File: src/rtl/uart_tx_serializer.sv
// UART transmit serializer running on the divided TX bit clock.
// Sends start, DATA_WIDTH data bits LSB-first, optional parity, one stop bit.
//
// Ports:
//   clk        - TX bit clock (one bit period per cycle)
//   rst        - asynchronous, active-high reset
//   p_data     - parallel word to send
//   data_valid - single-cycle strobe, only honoured while idle
//   par_en     - 1 = append a parity bit
//   par_typ    - 0 = even parity, 1 = odd parity
//   tx_out     - registered serial line, idles high
//   busy       - registered, high for every cycle of a frame
module uart_tx_serializer #(
    parameter int DATA_WIDTH = 8
) (
    input  logic                  clk,
    input  logic                  rst,
    input  logic [DATA_WIDTH-1:0] p_data,
    input  logic                  data_valid,
    input  logic                  par_en,
    input  logic                  par_typ,
    output logic                  tx_out,
    output logic                  busy
);

    localparam int CNT_W = $clog2(DATA_WIDTH) + 1;
    localparam logic [CNT_W-1:0] LAST_BIT = CNT_W'(DATA_WIDTH - 1);

    typedef enum logic [2:0] {
        IDLE,
        START,
        DATA,
        PARITY,
        STOP
    } state_t;

    state_t                state;
    logic [DATA_WIDTH-1:0] shreg;
    logic [CNT_W-1:0]      cnt;
    logic                  par_en_q;
    logic                  par_bit;

    always_ff @(posedge clk or posedge rst) begin
        if (rst) begin
            state    <= IDLE;
            shreg    <= '0;
            cnt      <= '0;
            par_en_q <= 1'b0;
            par_bit  <= 1'b0;
            tx_out   <= 1'b1;
            busy     <= 1'b0;
        end else begin
            unique case (state)
                IDLE: begin
                    tx_out <= 1'b1;
                    if (data_valid) begin
                        state    <= START;
                        shreg    <= p_data;
                        par_en_q <= par_en;
                        // Parity is fixed by the word latched here, so
                        // resolve it once instead of keeping a data copy.
                        par_bit  <= (^p_data) ^ par_typ;
                        tx_out   <= 1'b0;
                        busy     <= 1'b1;
                    end
                end

                START: begin
                    state  <= DATA;
                    cnt    <= '0;
                    tx_out <= shreg[0];
                    shreg  <= shreg >> 1;
                end

                DATA: begin
                    if (cnt == LAST_BIT) begin
                        if (par_en_q) begin
                            state  <= PARITY;
                            tx_out <= par_bit;
                        end else begin
                            state  <= STOP;
                            tx_out <= 1'b1;
                        end
                    end else begin
                        cnt    <= cnt + 1'b1;
                        tx_out <= shreg[0];
                        shreg  <= shreg >> 1;
                    end
                end

                PARITY: begin
                    state  <= STOP;
                    tx_out <= 1'b1;
                end

                STOP: begin
                    state  <= IDLE;
                    tx_out <= 1'b1;
                    busy   <= 1'b0;
                end

                default: begin
                    state  <= IDLE;
                    tx_out <= 1'b1;
                    busy   <= 1'b0;
                end
            endcase
        end
    end

endmodule

File: config.mk
export PLATFORM = sky130hd
export DESIGN_NAME = uart_tx_serializer
export DESIGN_NICKNAME = d
export VERILOG_FILES = /design/src/rtl/uart_tx_serializer.sv
export SDC_FILE = /design/constraint.sdc
export NUM_CORES = 1
export LEC_CHECK = 0
export ABC_AREA = 1
export CAP_MARGIN = 5
export CORE_MARGIN = 1
export CORE_UTILIZATION = 53
export CTS_CLUSTER_SIZE = 14
export DETAILED_ROUTE_END_ITERATION = 8
export HOLD_SLACK_MARGIN = 0.06
export MAX_ROUTING_LAYER = met4
export PLACE_DENSITY = 0.78
export SKIP_LAST_GASP = 1
export SYNTH_ARGS = -nofsm -noshare
export SYNTH_HDL_FRONTEND = slang
export SYNTH_SLANG_ARGS = --single-unit
File: constraint.sdc
create_clock -name clk -period 1.9 [get_ports clk]
set_clock_uncertainty 0.15 [all_clocks]
set_input_delay 0.38 -clock clk [delete_from_list [all_inputs] [get_ports clk]]
set_output_delay 0.38 -clock clk [all_outputs]
set_load 0.05 [all_outputs]
* Yosys cells after proc, flatten, opt, wreduce, memory -nomap -nowiden
Cells that the tools add are included.
** Word-level totals
- Bits in writable memories :: 0
- Logic and storage cells :: 42
- Input port bits :: 13
- Register bits :: 19
- Memory bits (read-only) :: 0
- Bits in latches :: 0
- Memories kept :: 0
** Cells by class
- Add/sub/neg operators :: 1
- Eq/ne operators :: 7
- Shifts and indexed selects :: 0
- Mux-type cells :: 15
- Bitwise operators :: 2
- Multiply operators :: 0
- Divide/modulo/power cells :: 0
- $lt $le $gt $ge :: 0
- Reduce and logical (&&, ||, !) cells :: 10
** Operators with widths (count)
- $pmux W8 S3 :: 1
- $mux W8 :: 2
- $pmux W3 S4 :: 1
- $mux W3 :: 3
- $pmux W4 S2 :: 1
- $reduce_and A2 Y1 :: 4
- $reduce_xor A8 Y1 :: 1
- $eq A3 B2 Y1 const B :: 2
- $ne A2 B2 Y1 const B :: 3
- $add A4 B1 Y4 const B :: 1
- $eq A4 B3 Y1 const B :: 1
- $mux W1 :: 4
- $mux W4 :: 1
- $eq A3 B1 Y1 const B :: 1
- $logic_not A3 Y1 :: 1
- $pmux W1 S3 :: 1
- $reduce_and A3 Y1 :: 1
- $reduce_bool A3 Y1 :: 1
- $reduce_or A3 Y1 :: 1
- $pmux W1 S2 :: 1
- $reduce_bool A2 Y1 :: 1
- $not A1 Y1 :: 1
- $xor A1 B1 Y1 :: 1

* Depth between registers and ports, before layout
Gate-level depths: netlist of run 1.
- Word-level depth :: 4
- Mapped depth :: 9

* Least setup slack after synthesis of run 1
OpenSTA, ideal clock, no wires.
- Path kind :: flip-flop to flip-flop
- Start point :: register cnt[0]
- End point :: register shreg[0]
- Path slack :: 0.416 ns
- Cell stages (with the launch flop) :: 9
- Arrival :: 1.208 ns
- Clock period less this slack :: 1.484 ns
- Cell sequence :: dfrtp_1 ha_1 nand2_1 nor2_1 inv_1 nor2_1 a21oi_4 buf_6 o21ai_0
** Between the ends
- Word-level cells in the longest chain between the ends :: 3
** RTL lines
- start, declared :: RTL line 39 : logic [CNT_W-1:0] cnt;
- start signal, assigned :: RTL line 85 : cnt <= cnt + 1'b1;
- $eq A4 B3 Y1 :: RTL line 76 : if (cnt == LAST_BIT) begin
- $ne A2 B2 Y1 (no line)
- $reduce_and A3 Y1 (no line)
- end signal, assigned :: RTL line 58 : shreg <= p_data;
- end signal, assigned :: RTL line 72 : shreg <= shreg >> 1;
- end signal, assigned :: RTL line 87 : shreg <= shreg >> 1;
- end, declared :: RTL line 38 : logic [DATA_WIDTH-1:0] shreg;
Every way passes these cells.
A chain may end at the register's enable or synchronous reset.

* Worst setup path in the final report of run 1
- Start point :: register cnt[0]
- End point :: register shreg[6]
The elaborated chain is that of the path after synthesis.

==> results.py, run 1 <==
metrics = {
    "power": {
        "pwr-share-comb": 0.554,
        "clkPwrFrac": 0.101,
        "switching_share": 0.4445,
        "p_int_uw": 1147,
        "ir_drop_mv": 0.8189,
        "powerDensity_nw_per_um2": 1566,
        "power_frac_seq": 0.346,
        "power_switching_uw": 918.1,
        "leakage_uw": 0.0006932,
    },
    "setup_path": {
        "rr_endpoint": "shreg[6]$_DFFE_PP0P_",
        "end_kind": "flip-flop",
        "r2r-start": "cnt[0]$_DFFE_PP0P_",
        "reg2regPathDepth": 9,
        "cp_data_required_time_ns": 1.93,
        "worst-r2r-setup-slack_ns": 0.23,
        "critical_path_class": "flip-flop to flip-flop",
        "cp_max_fo": 16,
        "critPathArrivalTime_ns": 1.70,
        "start_kind": "flip-flop",
    },
    "outcome": {
        "outcome": "completed",
    },
    "timing": {
        "finalCriticalPeriod_ns": 1.671,
        "hold_slack_ns": 0.2352,
        "relSlewSlack": 0.8103,
        "fin_crit_sh": 0.8796,
        "fin_tns_setup_ns": 0,
        "fmax_mhz": 598.4,
        "setup_violations": 0,
        "rsz0062_at_grt": "no",
        "tightest_slew_ns": 0.2835,
        "hold_viol_final": 0,
        "maxSlewViolCount": 0,
    },
    "die": {
        "std_cell_rows": 16,
        "io_pins": 15,
        "die-height_um": 47.24,
        "start_util": 0.5586,
        "core_um2": 1942,
        "fp.dieW_um": 47.24,
        "dieArea_um2": 2232,
    },
    "drt": {
        "vias_per_cell": 4.909,
        "drtAntennaViolNets": 0,
        "routedWlPerCell_um": 10.84,
        "drc": 0,
        "first_pass_iters": 4,
        "drt_iter0_drc": 13,
        "wl_um": 2147,
        "dr_total_vias": 972,
    },
    "global_routing": {
        "grt.total_usage": 0.2453,
        "grt_pass1_vias": 913,
        "grt_start_max_net_pins": 20,
        "antenna_found_initial": 0,
        "overflow": 0,
        "grt_pass1_wl_um": 3643,
    },
    "logic_synthesis": {
        "synth_area_um2": 1085,
        "synth_nets": 165,
        "syn_inst": 151,
        "yosysWarnings": 0,
        "yosysSeqAreaShare": 0.4394,
        "syn_area_per_cell_um2": 7.184,
        "synth_area_leaders": "dfrtp_1 (42%), nand2_1 (16%), inv_1 (9.3%), o21ai_0 (7.8%), nand3_1 (4.6%)",
        "synth.distinct_cells": 22,
        "synth_largest_area_cell": "dfrtp_1",
        "ys_seq_elements": 19,
        "yosysTopAreaCellShare": 0.4152,
    },
    "placement": {
        "port_buffers": 14,
        "gp_congestion": 0.7374,
        "dpl.hpwl_um": 1722,
    },
    "cells_and_area": {
        "area_growth_pct": 21.57,
        "nets": 186,
        "antenna-diode-count": 0,
        "drive_above_1_share": 0.1053,
        "post-route-util": 0.6791,
    },
    "clock_tree": {
        "cts_inserted_buffers": 3,
        "htree_levels": 1,
        "cts_resized": 0,
        "cts_setup_buffers": 0,
        "holdBufCountCts": 0,
        "clkLatencyLatePin_ns": 0.30,
        "tritoncts": "built",
        "cts.sinks": 19,
        "root_buffer": "clkbuf_4",
        "clockBufferDepth": 2,
        "path_clk_slew_ns": 0.11,
    },
    "job": {
        "cap_violations": 0,
    },
    "worst_hold_path": {
        "min_path_type": "input port to async pin",
    },
}
[through the flow]
| stage | worst slack [ns] | total power [uW] | area [um2] | cells |
|---|---|---|---|---|
| after floorplan | 0.4163 | 1527 | 1085 | 151 |
| after global placement | 0.1806 | 1820 | 1292 | 194 |
| after detailed placement | 0.1097 | 1874 | 1292 | 194 |
| after CTS | 0.2147 | 2082 | 1319 | 198 |
| after global routing | 0.02415 | 2282 | 1319 | 198 |
| final | 0.2288 | 2065 | 1319 | 198 |
[power groups by stage]
stage	clock network [uW]	registers, uW	logic, uW
5_1_grt	230	738	1310
3_5_place_dp	0	725	1150
2_1_floorplan	0	768	759
6_report	208	714	1140
3_3_place_gp	0	713	1110
4_1_cts	211	716	1160
[synthesized netlist by cell type]
library cell,count
xor2_1,1
dfstp_2,1
a21oi_1,5
a21oi_4,1
and3_1,1
inv_2,1
nand3_1,10
ha_1,1
nand2_2,2
dfrtp_1,18
o21ai_2,2
o211ai_1,1
nor2_1,10
inv_1,27
xnor2_1,1
nor2_2,2
buf_2,1
a31oi_1,1
buf_6,1
o21bai_1,1
o21ai_0,17
nand2_1,46
[sequential cells by signal, indices dropped and copies added, names as in the netlist]
register	flops
state	3
busy	1
par_bit	1
cnt	4
par_en_q	1
tx_out	1
shreg	8
[final cells by class]
type,count,area [um2]
Timing Repair Buffer,18,190.2
Multi-Input combinational cell,102,486.7
Tap cell,27,33.78
Inverter,28,105.1
Clock buffer,4,26.28
Sequential cell,19,476.7
Fill cell,166,623.1
[how the worst max path moves through the flow]
stage	from	end	cells past startpoint	slack [ns]
final	cnt[0]$_DFFE_PP0P_	shreg[6]$_DFFE_PP0P_	9	0.23
after global routing	cnt[0]$_DFFE_PP0P_	shreg[6]$_DFFE_PP0P_	9	0.02
after CTS	cnt[0]$_DFFE_PP0P_	shreg[6]$_DFFE_PP0P_	9	0.21
after detailed placement	data_valid	shreg[6]$_DFFE_PP0P_	6	0.11
after global placement	data_valid	shreg[6]$_DFFE_PP0P_	6	0.18
after floorplan	cnt[0]$_DFFE_PP0P_	shreg[0]$_DFFE_PP0P_	8	0.42
[worst max-delay path, cell delays in order (launching register included)]
cell	delay, ns
dfrtp_1	0.41
ha_1	0.19
nand2_1	0.07
nor2_1	0.08
inv_1	0.06
nor2_1	0.23
a21oi_4	0.06
buf_12	0.15
nand2_1	0.06
o21ai_0	0.08
[per-layer routing]
layer,routed length [um],vias up,global-route usage
met2,1111,20,0.4274
met3,60,4,0.03462
li1,-,508,-
met5,0,-,-
met4,34,0,0.1200
met1,941,440,0.2699
[cells in the final DEF, fill, tap and decap left out, drive strengths merged]
cell,Yosys,layout
a21oi,6,6
a31oi,1,1
and3,1,1
buf,2,6
clkbuf,0,4
clkdlybuf4s50,0,12
dfrtp,18,18
dfstp,1,1
ha,1,1
inv,28,28
nand2,48,48
nand3,10,10
nor2,12,12
o211ai,1,1
o21ai,19,19
o21bai,1,1
xnor2,1,1
xor2,1,1
[cells by family (layout without fill, tap and decap cells)]
kind of cell	count (synthesis)	in the layout	synth area share
simple gates	71	71	0.2688
buf+inv	30	50	0.1119
compound gates	28	28	0.1523
flops	19	19	0.4394
xor+xnor	2	2	0.01615
fa+ha+maj	1	1	0.01153
Note: power is estimated with default switching activity, not from simulation.
==> run 2, diff against run 1 <==
--- a/config.mk
+++ b/config.mk
@@ -9,6 +9,7 @@
 export CAP_MARGIN = 5
 export CORE_MARGIN = 1
 export CORE_UTILIZATION = 53
+export CTS_CLUSTER_DIAMETER = 150
 export CTS_CLUSTER_SIZE = 14
 export DETAILED_ROUTE_END_ITERATION = 8
 export HOLD_SLACK_MARGIN = 0.06
==> results of run 2 <==
No change in the layout: final DEF, timing and power equal those of run 1.
